===== src/rtl/rd_sched_if.sv =====
// Descriptor, issue-handshake and status signals of the packet-read scheduler.
// The master side feeds descriptors and models rd_ctrl; the slave side is the scheduler.
interface rd_sched_if #(
  parameter int DEPTH = 8
);
  localparam int LW = $clog2(DEPTH) + 1;

  logic          desc_valid;
  logic [31:0]   desc_begin;
  logic [31:0]   desc_end;
  logic          desc_ready;
  logic          enable;
  logic          rd_ctrl;
  logic [31:0]   pkt_begin;
  logic [31:0]   pkt_end;
  logic [31:0]   control;
  logic          rd_ctrl_rdy;
  logic          pkt_done;
  logic [LW-1:0] queue_level;
  logic [15:0]   drop_cnt;
  logic          timeout_err;
  logic          busy;

  modport master (
    output desc_valid, desc_begin, desc_end, enable, rd_ctrl_rdy,
    input  desc_ready, rd_ctrl, pkt_begin, pkt_end, control, pkt_done,
           queue_level, drop_cnt, timeout_err, busy
  );

  modport slave (
    input  desc_valid, desc_begin, desc_end, enable, rd_ctrl_rdy,
    output desc_ready, rd_ctrl, pkt_begin, pkt_end, control, pkt_done,
           queue_level, drop_cnt, timeout_err, busy
  );
endinterface


===== src/rtl/rd_sched.sv =====
// Packet-read scheduler: validates and queues descriptors, then issues them in
// arrival order to rd_ctrl, counting drops and flagging unaccepted requests.
module rd_sched #(
  parameter int DEPTH       = 8,
  parameter int MAX_LEN     = 2048,
  parameter int ACK_TIMEOUT = 255
) (
  input  logic      clk,
  input  logic      reset,
  rd_sched_if.slave bus
);
  localparam int AW = $clog2(DEPTH);
  localparam int LW = AW + 1;
  localparam int TW = (ACK_TIMEOUT < 1) ? 1 : $clog2(ACK_TIMEOUT + 1);

  typedef enum logic [1:0] {IDLE, ISSUE, RUN} state_t;

  state_t        r_state, w_state_nxt;
  logic [31:0]   r_mem_begin [DEPTH];
  logic [31:0]   r_mem_end   [DEPTH];
  logic [AW-1:0] r_wptr, r_rptr;
  logic [LW-1:0] r_count;
  logic [TW-1:0] r_tcnt;
  logic [15:0]   r_seq, r_control, r_drop;
  logic [31:0]   r_pkt_begin, r_pkt_end;
  logic          r_rd_ctrl, r_done, r_to_err;

  logic [31:0]   w_len;
  logic          w_desc_ok, w_full, w_empty, w_push, w_drop;
  logic          w_pop, w_ack, w_timeout, w_done;

  function automatic logic [15:0] sat_inc16(input logic [15:0] v);
    return (v == 16'hFFFF) ? v : v + 16'd1;
  endfunction

  assign w_len     = bus.desc_end - bus.desc_begin;
  assign w_desc_ok = (bus.desc_begin[1:0] == 2'b00) && (bus.desc_end[1:0] == 2'b00) &&
                     (bus.desc_end > bus.desc_begin) && (w_len <= 32'(MAX_LEN));
  // Fullness uses registered occupancy, so a same-cycle pop cannot make room.
  assign w_full    = (r_count == LW'(DEPTH));
  assign w_empty   = (r_count == '0);
  assign w_push    = bus.desc_valid && w_desc_ok && !w_full;
  assign w_drop    = bus.desc_valid && !w_push;

  always_comb begin
    w_state_nxt = r_state;
    w_pop       = 1'b0;
    w_ack       = 1'b0;
    w_timeout   = 1'b0;
    w_done      = 1'b0;
    case (r_state)
      IDLE: if (bus.enable && !w_empty && bus.rd_ctrl_rdy) begin
        w_pop       = 1'b1;
        w_state_nxt = ISSUE;
      end
      ISSUE: if (!bus.rd_ctrl_rdy) begin
        w_ack       = 1'b1;
        w_state_nxt = RUN;
      end else if (r_tcnt == TW'(ACK_TIMEOUT)) begin
        w_timeout   = 1'b1;
        w_state_nxt = IDLE;
      end
      RUN: if (bus.rd_ctrl_rdy) begin
        w_done      = 1'b1;
        w_state_nxt = IDLE;
      end
      default: w_state_nxt = IDLE;
    endcase
  end

  always_ff @(posedge clk or posedge reset) begin
    if (reset) begin
      r_state     <= IDLE;
      r_wptr      <= '0;
      r_rptr      <= '0;
      r_count     <= '0;
      r_tcnt      <= '0;
      r_seq       <= '0;
      r_control   <= '0;
      r_drop      <= '0;
      r_pkt_begin <= '0;
      r_pkt_end   <= '0;
      r_rd_ctrl   <= 1'b0;
      r_done      <= 1'b0;
      r_to_err    <= 1'b0;
    end else begin
      r_state <= w_state_nxt;
      r_done  <= w_done;
      if (w_pop) begin
        r_rd_ctrl   <= 1'b1;
        r_tcnt      <= '0;
        r_pkt_begin <= r_mem_begin[r_rptr];
        r_pkt_end   <= r_mem_end[r_rptr];
        r_control   <= r_seq;
        r_rptr      <= r_rptr + 1'b1;
      end else if (w_ack || w_timeout) begin
        r_rd_ctrl <= 1'b0;
      end else if (r_state == ISSUE) begin
        r_tcnt <= r_tcnt + 1'b1;
      end
      if (w_timeout) r_to_err <= 1'b1;
      if (w_timeout || w_done) r_seq <= r_seq + 16'd1;
      if (w_push) r_wptr <= r_wptr + 1'b1;
      if (w_push && !w_pop) r_count <= r_count + 1'b1;
      else if (!w_push && w_pop) r_count <= r_count - 1'b1;
      if (w_drop) r_drop <= sat_inc16(r_drop);
    end
  end

  // Queue storage carries no reset; occupancy and pointers define what is live.
  always_ff @(posedge clk) begin
    if (w_push) begin
      r_mem_begin[r_wptr] <= bus.desc_begin;
      r_mem_end[r_wptr]   <= bus.desc_end;
    end
  end

  assign bus.desc_ready  = !w_full;
  assign bus.queue_level = r_count;
  assign bus.rd_ctrl     = r_rd_ctrl;
  assign bus.pkt_begin   = r_pkt_begin;
  assign bus.pkt_end     = r_pkt_end;
  assign bus.control     = {16'd0, r_control};
  assign bus.pkt_done    = r_done;
  assign bus.drop_cnt    = r_drop;
  assign bus.timeout_err = r_to_err;
  assign bus.busy        = (r_state != IDLE);
endmodule


===== src/flat_wrapper.sv =====
// flat-port wrapper written by rule: the top's interface ports become plain ports
module rd_sched_flat 
#(
  parameter int DEPTH       = 8,
  parameter int MAX_LEN     = 2048,
  parameter int ACK_TIMEOUT = 255
)
  (clk, reset, bus_desc_valid, bus_desc_begin, bus_desc_end, bus_enable, bus_rd_ctrl_rdy, bus_desc_ready, bus_rd_ctrl, bus_pkt_begin, bus_pkt_end, bus_control, bus_pkt_done, bus_queue_level, bus_drop_cnt, bus_timeout_err, bus_busy);
  rd_sched_if #(.DEPTH(DEPTH)) bus_i ();
  input  logic clk;
  input  logic reset;
  input wire logic [$bits(bus_i.desc_valid)-1:0] bus_desc_valid;
  input wire logic [$bits(bus_i.desc_begin)-1:0] bus_desc_begin;
  input wire logic [$bits(bus_i.desc_end)-1:0] bus_desc_end;
  input wire logic [$bits(bus_i.enable)-1:0] bus_enable;
  input wire logic [$bits(bus_i.rd_ctrl_rdy)-1:0] bus_rd_ctrl_rdy;
  output wire logic [$bits(bus_i.desc_ready)-1:0] bus_desc_ready;
  output wire logic [$bits(bus_i.rd_ctrl)-1:0] bus_rd_ctrl;
  output wire logic [$bits(bus_i.pkt_begin)-1:0] bus_pkt_begin;
  output wire logic [$bits(bus_i.pkt_end)-1:0] bus_pkt_end;
  output wire logic [$bits(bus_i.control)-1:0] bus_control;
  output wire logic [$bits(bus_i.pkt_done)-1:0] bus_pkt_done;
  output wire logic [$bits(bus_i.queue_level)-1:0] bus_queue_level;
  output wire logic [$bits(bus_i.drop_cnt)-1:0] bus_drop_cnt;
  output wire logic [$bits(bus_i.timeout_err)-1:0] bus_timeout_err;
  output wire logic [$bits(bus_i.busy)-1:0] bus_busy;
  assign bus_i.desc_valid = bus_desc_valid;
  assign bus_i.desc_begin = bus_desc_begin;
  assign bus_i.desc_end = bus_desc_end;
  assign bus_i.enable = bus_enable;
  assign bus_i.rd_ctrl_rdy = bus_rd_ctrl_rdy;
  assign bus_desc_ready = bus_i.desc_ready;
  assign bus_rd_ctrl = bus_i.rd_ctrl;
  assign bus_pkt_begin = bus_i.pkt_begin;
  assign bus_pkt_end = bus_i.pkt_end;
  assign bus_control = bus_i.control;
  assign bus_pkt_done = bus_i.pkt_done;
  assign bus_queue_level = bus_i.queue_level;
  assign bus_drop_cnt = bus_i.drop_cnt;
  assign bus_timeout_err = bus_i.timeout_err;
  assign bus_busy = bus_i.busy;
  rd_sched #(.DEPTH(DEPTH), .MAX_LEN(MAX_LEN), .ACK_TIMEOUT(ACK_TIMEOUT)) u_core (.clk(clk), .reset(reset), .bus(bus_i));
endmodule

===== config.mk =====
export PLATFORM = sky130hd
export DESIGN_NAME = rd_sched_flat
export DESIGN_NICKNAME = d
export VERILOG_FILES = /design/src/rtl/rd_sched_if.sv /design/src/rtl/rd_sched.sv /design/src/flat_wrapper.sv
export SDC_FILE = /design/constraint.sdc
export NUM_CORES = 1
export LEC_CHECK = 0
export BUFFER_PORTS_ARGS = -buffer_cell sky130_fd_sc_hd__buf_2
export CAP_MARGIN = 5
export CORE_ASPECT_RATIO = 1.1
export CORE_MARGIN = 2
export CORE_UTILIZATION = 59
export DETAILED_ROUTE_END_ITERATION = 6
export PLACE_DENSITY = 0.85
export SLEW_MARGIN = 40
export SYNTH_ARGS = -nofsm -noshare
export SYNTH_HDL_FRONTEND = slang
export SYNTH_SLANG_ARGS = --single-unit

===== constraint.sdc =====
create_clock -name clk -period 10.7 [get_ports clk]
set_input_delay 1.07 -clock clk [delete_from_list [all_inputs] [get_ports clk]]
set_output_delay 1.07 -clock clk [all_outputs]
set_load 0.01 [all_outputs]

==> results of run 1 <==
[kinds of logic after synthesis]
group,after synthesis,share of synthesized area (%)
multiplexers,202,13.3
flip-flops,647,68.6
other,1,0.0137
XOR/XNOR,42,1.35
AO/OA/AOI/OAI,261,6.01
AND/OR/NAND/NOR,367,6.39
buffers and inverters,148,2.35
adder cells (fa/ha/maj),42,1.98
[cells in the mapped netlist, types with 4 or more instances]
cell,number
edfxtp_1,512
o22ai_1,4
buf_4,17
o21ai_0,101
dfrtp_1,135
buf_2,7
a21oi_1,52
clkbuf_1,51
or3_1,11
o41ai_1,10
buf_1,19
nor2_1,48
or4_1,7
ha_1,40
mux2i_1,70
or2_2,5
and4_1,4
xnor2_1,27
o31ai_1,6
nand3_1,18
a211oi_1,10
inv_1,52
nand2b_1,8
xor2_1,15
nor2b_1,5
a21o_1,18
nand4_1,21
o21a_1,14
nand2_1,184
o211ai_1,6
mux4_2,128
o2111ai_1,4
and3_1,13
nor3_1,13
nor4_1,5
[tightest hold or removal path: stages, from the launching register on]
cell,delay (ns)
dfrtp_1,0.33
nand2_1,0.05
nand2_1,0.05
[worst max-delay path by stage]
stage	end	depth (start not counted)	from	slack (ns)
2_1_floorplan	u_core.r_mem_begin[4][0]$_DFFE_PP_	14	bus_desc_begin[24]	0.12
5_1_grt	u_core.r_mem_end[7][0]$_DFFE_PP_	14	bus_desc_begin[24]	4.43
6_report	u_core.r_mem_begin[7][31]$_DFFE_PP_	14	bus_desc_begin[24]	4.75
4_1_cts	u_core.r_mem_begin[0][25]$_DFFE_PP_	14	bus_desc_begin[24]	4.78
3_3_place_gp	u_core.r_mem_begin[0][26]$_DFFE_PP_	14	bus_desc_begin[24]	3.93
3_5_place_dp	u_core.r_mem_begin[0][24]$_DFFE_PP_	14	bus_desc_begin[24]	4.15
[metrics by stage]
step | util (%) | hold WS (ns) | cell area, um2 | power (mW)
3_3_place_gp | 62.9 | 0.447 | 28700 | 3.08
5_1_grt | 67.6 | 0.493 | 30900 | 5.40
2_1_floorplan | - | 0.445 | 27400 | 2.98
4_1_cts | 67.5 | 0.474 | 30800 | 5.27
6_report | 67.6 | 0.467 | 30900 | 5.24
3_5_place_dp | 63.0 | 0.458 | 28800 | 3.09
[area by class of cell]
cell class,count,area [um2],share of cell area (%)
clock inverter,28,322,1.04
clock buffer,84,1740,5.63
antenna,6,15.0,0.0486
inverter,52,205,0.665
timing repair buffer,193,1070,3.46
multi-input combinational,930,8030,26.0
sequential,647,18800,60.8
tap,588,736,2.38
[routing by layer]
metal  vias to the layer above  track usage (%)  part of all wire, %
li1                       6964                -                    -
met1                      8159             35.3                   40
met2                       660             44.4                   51
met3                       124             4.14                  6.2
met4                         2             9.06                  3.0
met5                         -                0                0.021
[cells in the final DEF (no fill, tap or decap), drive strengths merged, types with 11 or more instances in the layout]
cell type,count
edfxtp,512
buf,193
nand2,184
dfrtp,135
mux4,128
o21ai,105
clkbuf,84
mux2i,70
inv,54
a21oi,53
nor2,49
ha,40
xnor2,27
nand4,21
nand3,18
a21o,18
clkinv,17
conb,16
xor2,15
o21a,14
and3,13
nor3,13
or3,11
[flip-flops by register name, summed over array words and instances, names as in the netlist]
| signal | flops |
|---|---|
| u_core.bus.pkt_end | 32 |
| u_core.bus.pkt_begin | 32 |
| u_core.r_rptr | 3 |
| u_core.r_mem_end | 256 |
| u_core.r_wptr | 3 |
| u_core.r_control | 16 |
| u_core.bus.rd_ctrl | 1 |
| u_core.r_tcnt | 8 |
| u_core.bus.queue_level | 4 |
| u_core.r_state | 2 |
| u_core.r_mem_begin | 256 |
| u_core.bus.pkt_done | 1 |
| u_core.bus.timeout_err | 1 |
| u_core.bus.drop_cnt | 16 |
| u_core.r_seq | 16 |
[power groups by stage]
stage               sequential (mW)  combinational, mW  clock, mW
finish                         2.75              0.295       2.20
global route                   2.75              0.325       2.32
CTS                            2.75              0.292       2.22
detailed placement             2.80              0.288          0
global placement               2.80              0.281          0
floorplan                      2.81              0.176          0
==> impl_results.md, run 1 <==
* Mean area per synthesized cell at 16.0 um2
* Worst Setup End Kind: register
* Mapped cell area at 27300 um2
* Number of enable flip-flop cells after synthesis at 512
* Crit path largest cell delay at 0.80 ns
* Pint at 4.11 mW
* Final HPWL DP at 37700 um
* Synth-to-Final Area Change at 13.0%
* Initial core utilization at 59.8%
* Gr usage total at 26.3%
* TNS Setup at 0 ns
* Worst-Margin Slew at 0.844 ns
* Reg2reg start: u_core.bus.queue_level[0]$_DFFE_PP0P_
* Clock skew at 0.0149 ns
* Worst-path maximum fanout at 42
* Clock share of power at 41.9%
* Startpoint Class: input port
* Clock transition at the registers of the reported paths at 0.06 ns
* Min-Delay Endpoint: u_core.r_control[8]$_DFFE_PP0P_
* Via Count at 15900
* Placer congestion estimate at 0.949
* Status: completed
* Chip width at 209 um
* Gate power share at 5.6%
* Max Slew Vio Count at 0
* Highest clock rate at 0.168 GHz
* CP max stage cell: and4_2
* Worst skew pair latency at 0.62 ns
* Critical Path RT at 10.95 ns
* First-pass GRT wire length at 95500 um
* Remaining DRCs at 0
* Rel. slew slack at 43.7%
* Switch Pwr at 1.13 mW
* Period utilisation layout at 55.7%
* Static leakage power at 11.2 nW
* CP delay by family, top: simple AND/OR/NAND/NOR gates
* Final Hold Vio Count at 0
* Top FF cell, synth: edfxtp_1
* Largest net degree at the start of global routing at 105
* Critical Path, Cell by Cell: buf_2, inv_1, ha_1, a21oi_1, nor2_1, nor3b_1, o2111ai_1, or4_1, a211oi_1, nand4_1, or4_1, nor3_2, and4_2, buf_4
* Netlist cell types at 79
* Worst path bufs/invs at 3
* Post-route non-filler standard cell count at 2528
* CP dominant cell by count: or4_1
* Fin nets at 1994
* Wire length per cell at 24.4 um
* Post-synth ARST share at 20.9%
* Worst path arrival time at 6.20 ns
* #FFs+latches synth at 647
* Area leader, netlist: edfxtp_1
* Vias in the first global route at 16500
* Dpl ws at 4.15 ns
* Initial antenna violation count at 7
* Post-Place Cells at 2409
* Final Critical Period at 5.95 ns
* FP Rows at 82
* Share of the synthesized area in the top cell type at 56.3%
* Via density at 6.29
* Die Y at 230 um
* Net Sw Frac at 21.6%
* Flop pwr share at 52.5%
* Worst Hold Class: reg2reg
* Hold Crit Start: u_core.r_control[8]$_DFFE_PP0P_
* DR iter-0 viols at 1626
* CTS tree: built
* Post-synthesis sequential area ratio at 68.6%
* Total of fill cells in the finished design at 2891
* Ports at 190
* Post_cts resized at 0
* Clock root buffer: clkbuf_16
* Detail Route Antenna Nets at 0
* Top cells by area, synth: edfxtp_1 (56%), dfrtp_1 (12%), mux4_2 (11%)
* R2r setup slk at 5.69 ns
* GRT overflow at 0
* Synthesis warning total at 0
* Die ar. at 48100 um2
* CP Class: in2reg
* # port buffers at 173
* Post-Syn Instances at 1710
* Final worst slack at 4.75 ns
* Hold-fix buffers at CTS at 0
* Clk buf depth at 3
* CORE AREA at 45700 um2
* Reg2reg end: u_core.r_mem_begin[7][31]$_DFFE_PP_
* Worst Hold Depth at 2
* Final Setup Violations at 0
* CTS buffer count at 59
* WL final at 61700 um
* RSZ-0062 raised after global routing: false
* Power Density at 170 nW/um2
* Worst reg2reg path depth at 11
* Setup Fix Bufs, Post-CTS at 0
* Depth of the CTS H-tree at 2
* Max-capacitance violation count at 0
* Layout cell share with drive strength beyond 1 at 23.2%
* CTS Sinks at 647
* Drt pass-1 iters at 5
* Worst VDD drop at 0.148 mV
(Power assumes the default switching activity.)
==> inputs of run 2 (changes only) <==
==> constraint.sdc (replaced) <==
create_clock -name clk -period 5.5 [get_ports clk]
set_input_delay 0.55 -clock clk [delete_from_list [all_inputs] [get_ports clk]]
set_output_delay 0.55 -clock clk [all_outputs]
set_load 0.01 [all_outputs]
==> run 2 against run 1 <==
  * Hold slack got worse by 0.44 ns
  * Clock power increased by 91%
  * Core utilization increased by 0.64 points
  * Final cell count rose by 0.91%
  * Critical path type unchanged
==> impl_results.md, run 2 (same netlist as run 1, synthesis figures left out) <==
* Status: completed
* Static leakage power at 11.3 nW
* Top Registers: u_core.r_mem_begin (256), u_core.r_mem_end (256)
* Drt pass-1 iters at 7
* Crit path launch: bus_desc_end[0]
* Worst-Margin Slew at 0.843 ns
* Chip width at 209 um
* CORE AREA at 45700 um2
* Final HPWL DP at 38600 um
* WL final at 62800 um
* Worst Setup End Kind: register
* CTS tree: built
* Remaining DRCs at 0
* Placer congestion estimate at 0.948
* Clock skew at 0.0250 ns
* Final Critical Period at 4.54 ns
* Critical Path RT at 6.00 ns
* Initial antenna violation count at 10
* Largest net degree at the start of global routing at 86
* Final worst slack at 0.958 ns
* First-pass GRT wire length at 95900 um
* Net Sw Frac at 21.8%
* Pint at 7.94 mW
* Dpl ws at 0.410 ns
* R2r setup slk at 1.25 ns
* Final Hold Vio Count at 0
* Most frequent cells in the layout: edfxtp_1 (512), nand2_1 (184), buf_2 (173), dfrtp_1 (132), mux4_2 (128)
* FP Rows at 82
* Power Density at 326 nW/um2
* RSZ-0062 raised after global routing: false
* Final Setup Violations at 0
* # port buffers at 173
* Worst Hold Class: in2async
* Vias in the first global route at 16100
* Max-capacitance violation count at 0
* Worst setup path end: u_core.bus.drop_cnt[2]$_DFFE_PP0P_
* Startpoint Class: input port
* Detail Route Antenna Nets at 0
* Wire length per cell at 24.6 um
* TNS Setup at 0 ns
* CTS buffer count at 61
* Gate power share at 5.7%
* Die Y at 230 um
* Die ar. at 48100 um2
* Clock transition at the registers of the reported paths at 0.06 ns
* Rel. slew slack at 43.8%
* Initial core utilization at 59.8%
* Total of fill cells in the finished design at 2938
* Reg2reg start: u_core.bus.queue_level[3]$_DFFE_PP0P_
* CTS Sinks at 647
* Worst VDD drop at 0.306 mV
* Via Count at 15900
* Worst reg2reg path depth at 17
* Hold slack at 0.0274 ns
* Gr usage total at 26.5%
* Hold-fix buffers at CTS at 0
* Worst-path maximum fanout at 13
* Reg2reg end: u_core.bus.queue_level[3]$_DFFE_PP0P_
* CP Class: in2reg
* Depth of the CTS H-tree at 2
* Period utilisation layout at 82.6%
* Max Slew Vio Count at 0
* Highest clock rate at 0.220 GHz
* Total Power at 10.1 mW
* Clk buf depth at 3
* Switch Pwr at 2.21 mW
* DR iter-0 viols at 1593
* GRT overflow at 0
* Worst skew pair latency at 0.63 ns
* Via density at 6.24
* Clock root buffer: clkbuf_16
* Layout cell share with drive strength beyond 1 at 23.7%
* Ports at 190
* Worst path arrival time at 5.04 ns
* Fin nets at 2011
* Setup Fix Bufs, Post-CTS at 0
* Commonest non-fill, non-tap cell in the layout: edfxtp_1
* Clock share of power at 41.5%
* Synth-to-Final Area Change at 14.1%
* Flop pwr share at 52.8%
* Post_cts resized at 0
## run 2: cell types whose count changed in the layout (fill, tap and decap cells not counted), sizes merged
cell,delta
buf,+15
clkinv,+5
diode,+4
clkinvlp,-1
## run 2: critical path: stages
cell and delay, ns:
buf_2 0.19, inv_1 0.07, ha_1 0.22, fa_2 0.35, nand2b_4 0.15, a211oi_1 0.29
o21ai_0 0.25, a211oi_1 0.48, o21ai_0 0.20, xnor2_1 0.17, or4_1 0.50, or4_1 0.83
or2_0 0.47, a41o_1 0.31
## run 2: cell type report
type,count,area (um2),share of cell area (%)
sequential,647,18800,60.2
clock buffer,84,1680,5.40
clock inverter,32,344,1.10
antenna,10,25.0,0.0803
tap,588,736,2.36
inverter,52,205,0.658
timing repair buffer,208,1330,4.26
multi-input combinational,930,8080,25.9
## run 2: how the worst min path moves through the flow
| stage | from | to | slack [ns] | cells after the start |
|---|---|---|---|---|
| after floorplan | u_core.r_seq[15]$_DFFE_PP0P_ | u_core.r_seq[15]$_DFFE_PP0P_ | 0.45 | 1 |
| after global placement | u_core.bus.timeout_err$_DFFE_PP0P_ | u_core.bus.timeout_err$_DFFE_PP0P_ | 0.45 | 1 |
| after detailed placement | u_core.bus.timeout_err$_DFFE_PP0P_ | u_core.bus.timeout_err$_DFFE_PP0P_ | 0.45 | 1 |
| after CTS | bus_rd_ctrl_rdy | u_core.r_state[1]$_DFFE_PP0P_ | 0.11 | 2 |
| after global routing | reset | u_core.bus.pkt_begin[27]$_DFFE_PP0P_ | 0.07 | 2 |
| final | reset | u_core.bus.pkt_begin[27]$_DFFE_PP0P_ | 0.03 | 2 |
## run 2: per-layer routing
| metal | track usage [%] | part of all wire, % |
|---|---|---|
| met3 | 4.15 | 6.3 |
| met1 | 36.6 | 41 |
| met4 | 7.72 | 2.2 |
| met2 | 44.2 | 51 |
| met5 | 0 | 0.011 |
## run 2: power by group through the flow
stage                     clock [mW]  sequential [mW]  combinational [mW]
final                           4.21             5.36               0.580
after floorplan                    0             5.46               0.353
after CTS                       4.27             5.35               0.574
after detailed placement           0             5.45               0.568
after global routing            4.45             5.36               0.638
after global placement             0             5.45               0.554
## run 2: stage by stage
step | area, um2 | std cells | utilization (%)
6_report | 31200 | 2551 | 68.3
4_1_cts | 31100 | 2540 | 68.2
3_3_place_gp | 29100 | 2423 | 63.7
5_1_grt | 31200 | 2548 | 68.3
2_1_floorplan | 27500 | 1725 | -
3_5_place_dp | 29100 | 2424 | 63.7
